**config.mk**
```make
export PLATFORM = sky130hd
export DESIGN_NAME = csr_counter
export DESIGN_NICKNAME = d
export VERILOG_FILES = /design/src/rtl/csr_counter.sv
export SDC_FILE = /design/constraint.sdc
export NUM_CORES = 1
export LEC_CHECK = 0
export BUFFER_PORTS_ARGS = -buffer_cell sky130_fd_sc_hd__buf_2
export CAP_MARGIN = 15
export CELL_PAD_IN_SITES_DETAIL_PLACEMENT = 0
export CELL_PAD_IN_SITES_GLOBAL_PLACEMENT = 1
export CORE_MARGIN = 8
export CORE_UTILIZATION = 45
export DETAILED_ROUTE_END_ITERATION = 10
export MAX_ROUTING_LAYER = met4
export PLACE_DENSITY_LB_ADDON = 0.1
export RECOVER_POWER = 100
export SETUP_SLACK_MARGIN = 0.4
export SYNTH_ARGS = -nofsm -noshare
export SYNTH_HDL_FRONTEND = slang
export SYNTH_SLANG_ARGS = --single-unit
```
**constraint.sdc**
```tcl
create_clock -name clk -period 3.2 [get_ports clk]
set_input_delay 0.16 -clock clk [delete_from_list [all_inputs] [get_ports clk]]
set_output_delay 0.16 -clock clk [all_outputs]
set_load 0.005 [all_outputs]
```
**src/rtl/csr_counter.sv**
```systemverilog
// csr_counter: RISC-V cycle/instret performance-counter CSR unit with a registered,
// one-cycle-latency CSR read/modify port.
//   clk      clock
//   rstn     synchronous active-low reset
//   retired  one instruction retired this cycle
//   read     CSR access request this cycle
//   modify   00 none, 01 write, 10 set bits, 11 clear bits
//   wdata    operand for modify
//   addr     CSR address
//   rdata    pre-access value of the addressed CSR half, registered
//   valid    access accepted, registered
module csr_counter (
    input  logic        clk,
    input  logic        rstn,
    input  logic        retired,
    input  logic        read,
    input  logic [1:0]  modify,
    input  logic [31:0] wdata,
    input  logic [11:0] addr,
    output logic [31:0] rdata,
    output logic        valid
);
    logic [63:0] cyc_q, cyc_d, ins_q, ins_d;
    logic [31:0] rdata_q, rdata_d, old, nv;
    logic        valid_q, valid_d;
    logic [10:0] key;
    logic        hi, sel_ins, rw_hit, ro_hit, wr, acc;
    always_comb begin
        // addr[7] picks the high half, so it is dropped from the match key
        key = {addr[11:8], addr[6:0]};
        hi = addr[7];
        sel_ins = addr[1];
        rw_hit = read && (key == {4'hB, 7'h00} || key == {4'hB, 7'h02});
        ro_hit = read && (key == {4'hC, 7'h00} || key == {4'hC, 7'h01} || key == {4'hC, 7'h02});
        old = sel_ins ? (hi ? ins_q[63:32] : ins_q[31:0]) : (hi ? cyc_q[63:32] : cyc_q[31:0]);
        nv = modify == 2'b01 ? wdata : modify == 2'b10 ? (old | wdata) : (old & ~wdata);
        wr = rw_hit && modify != 2'b00;
        acc = rw_hit || (ro_hit && modify == 2'b00);
        cyc_d = cyc_q + 64'd1;
        ins_d = ins_q + {63'd0, retired};
        // a write replaces the increment of the written counter for this cycle
        if (wr && !sel_ins) cyc_d = hi ? {nv, cyc_q[31:0]} : {cyc_q[63:32], nv};
        if (wr && sel_ins) ins_d = hi ? {nv, ins_q[31:0]} : {ins_q[63:32], nv};
        rdata_d = acc ? old : 32'd0;
        valid_d = acc;
    end
    always_ff @(posedge clk) begin
        if (!rstn) begin
            cyc_q   <= '0;
            ins_q   <= '0;
            rdata_q <= '0;
            valid_q <= 1'b0;
        end else begin
            cyc_q   <= cyc_d;
            ins_q   <= ins_d;
            rdata_q <= rdata_d;
            valid_q <= valid_d;
        end
    end
    assign rdata = rdata_q;
    assign valid = valid_q;
endmodule

```
==> flow_metrics.py <==
metrics = {
    "place": {
        "dp.cells": 1643,
        "port_buffers": 82,
        "hpwlAfterDp_mm": 32.53,
        "gp_congestion": 0.9681,
    },
    "power": {
        "peakVddDrop_mv": 0.2940,
        "power.density_nw_per_um2": 376.3,
        "total_power_w": 0.004528,
        "cellLeakagePower_nw": 3.965,
    },
    "cells_and_area": {
        "syn_to_final_growth_pct": 15.33,
        "stdcell_count": 1683,
        "layout-drive-gt1-share_pct": 17.06,
        "nNetsFinal": 1435,
        "num-fill-cells": 2259,
    },
    "synthesis": {
        "yosys_register_bits": 161,
        "ys_top_cells_by_count": "dfxtp_1 (161), nand2_1 (124), nor2_1 (114)",
        "ys_warn_count": 0,
        "syn-num-nets": 1328,
        "ys.flop_type": "dfxtp_1",
        "async_flop_share_pct": 0,
        "synth.most_common_cell": "dfxtp_1",
        "synth-seq-area-share_pct": 30.89,
        "yosys-top-cells-area": "dfxtp_1 (31%), mux4_2 (6.7%), nand2_1 (4.5%)",
        "syn_inst": 1275,
        "syn_area_um2": 10430,
        "synth_cell_type_count": 82,
        "synth.avg_cell_area_um2": 8.183,
        "synth_edf_count": 0,
        "synth_top_area_share_pct": 30.89,
        "synth_top_area_cell": "dfxtp_1",
    },
    "timing": {
        "grt_setup_unrepaired": "yes",
        "hold_viol_final": 0,
        "fin_skew_ns": 0.01645,
        "slew_viol_final": 0,
        "finalCriticalPeriod_ns": 2.896,
        "timing.final.crit_share_pct": 90.50,
        "worst_pin_slew_ns": 1.405,
        "fmax_mhz": 345.3,
        "setup-tns-final_ns": 0,
        "slew_headroom_pct": 6.366,
        "finalSetupViolCount": 0,
    },
    "grt": {
        "grt_pass1_wl_mm": 65.96,
        "grt_start_max_net_pins": 51,
        "antenna_found_initial": 3,
        "use_met1_pct": 42.14,
        "grt.total_usage_pct": 31.23,
        "grt_use_met3_pct": 6.548,
        "grt_use_met2_pct": 46.22,
        "top_usage_layer": "met2",
        "gr-total-overflow": 0,
        "grt_pass1_vias": 10340,
    },
    "floorplanning": {
        "core-area_um2": 22710,
        "die_x_um": 168.3,
        "die_h_um": 168.3,
        "row_count": 55,
        "dieArea_um2": 28310,
        "initial_core_util_pct": 45.94,
        "ios": 83,
    },
    "clock_network": {
        "cts-buffers-inserted": 17,
        "clkSinkCount": 161,
        "clk_pin_slew_ns": 0.07,
        "hold_buffers": 0,
        "cts_tree": "done",
        "clk_path_buf_depth": 2,
        "cts_root_buf": "clkbuf_16",
        "clock_latency_ns": 0.44,
        "htreeDepth": 4,
    },
    "critical_path": {
        "cp-start-kind": "register",
        "crit_arrival_ns": 3.28,
        "worstPathRequired_ns": 3.58,
        "end_kind": "register",
        "path_max_fanout": 9,
        "critPathKind": "register to register",
    },
    "run_status": {
        "run_status": "complete, no violations",
    },
    "route": {
        "drtIter0Drc": 1492,
        "drc": 0,
        "antenna_left": 0,
        "vias": 11440,
        "routed_wl_mm": 43.76,
        "dr.pass1.iters": 6,
        "routedWlPerCell_um": 26.00,
        "vias_per_cell": 6.798,
    },
    "hold_path": {
        "hp-class": "input pin to register",
    },
    "flow_run": {
        "maxCapViolations": 0,
    },
}
==> critical path, cell delays in order (launching register included) <==
cell	delay, ns
dfxtp_1	0.49
nand4_4	0.16
or4_1	0.79
or4_1	0.52
or4_1	0.50
o32ai_1	0.25
o21a_1	0.14
==> where the power goes <==
part / switching (W) / total [W] / internal [W]
clock network: 0.000958 / 0.00209 / 0.00113
logic: 0.000263 / 0.000416 / 0.000152
registers: 0.0000154 / 0.00203 / 0.00201
==> layout by cell type, fill, tap and decap left out, drive strengths merged, types with 42 or more instances in the layout <==
master,count
nand4,48
nor2,115
a21oi,75
nand3,66
clkbuf,60
o21ai,59
dfxtp,161
buf,133
nand2,125
and2,42
==> per-stage QoR <==
step	utilization, %	hold slack, ns	setup slack [ns]	instance area, um^2
4_1_cts	53.39	0.1385	0.4102	12120
2_1_floorplan	-	0.4039	0.6060	10430
5_1_grt	52.99	0.1452	0.2016	12030
6_report	52.99	0.1631	0.3040	12030
3_5_place_dp	50.82	0.5003	0.3274	11540
3_3_place_gp	50.82	0.4791	0.4321	11540
==> metal layers <==
metal	routed length (um)	up-vias
met4	1148	0
li1	-	5152
met3	4271	86
met5	0	-
met2	19460	614
met1	18880	5589
==> flip-flops by register name, summed over array words and instances (netlist names) <==
| signal | cells |
|---|---|
| ins_q | 64 |
| rdata | 32 |
| cyc_q | 64 |
| valid | 1 |
==> path summary, 6_finish.rpt <==
path / start / end / slack [ns] / cells past startpoint
min: rstn / cyc_q[31] / 0.16 / 2
max reg2reg: ins_q[7] / ins_q[59] / 0.30 / 6
min reg2reg: ins_q[0] / ins_q[0] / 0.51 / 2
max: ins_q[7] / ins_q[59] / 0.30 / 6
==> what timing repair did <==
action,4_1_cts,5_1_grt
resized for setup,1,7
pin swaps,0,2
buffers inserted,0,5
setup endpoints to repair,8,19
==> layout make-up <==
| type | instances | area, um^2 | share of cell area [%] |
|---|---|---|---|
| well taps | 285 | 356.6 | 2.963 |
| inverters | 16 | 60.06 | 0.4991 |
| multi-input cells | 1012 | 6773 | 56.29 |
| clock inverters | 13 | 126.4 | 1.050 |
| diodes | 3 | 7.507 | 0.06239 |
| flip-flops and latches | 161 | 3224 | 26.80 |
| clock buffers | 19 | 452.9 | 3.764 |
| repair buffers | 174 | 1032 | 8.579 |
==> kinds of logic (layout without fill, tap and decap cells) <==
family / count (synthesis) / count (layout) / synth area share (%)
DFF: 161 / 161 / 30.89
muxes: 45 / 45 / 8.226
buffers and inverters: 102 / 222 / 4.245
AOI/OAI and AO/OA: 359 / 359 / 24.13
xor gates and xnor gates: 38 / 38 / 3.190
adders and majority gates: 3 / 3 / 0.3598
other: 0 / 3 / 0
and+or+nand+nor: 567 / 567 / 28.96
Note: power is estimated with default switching activity, not from simulation.
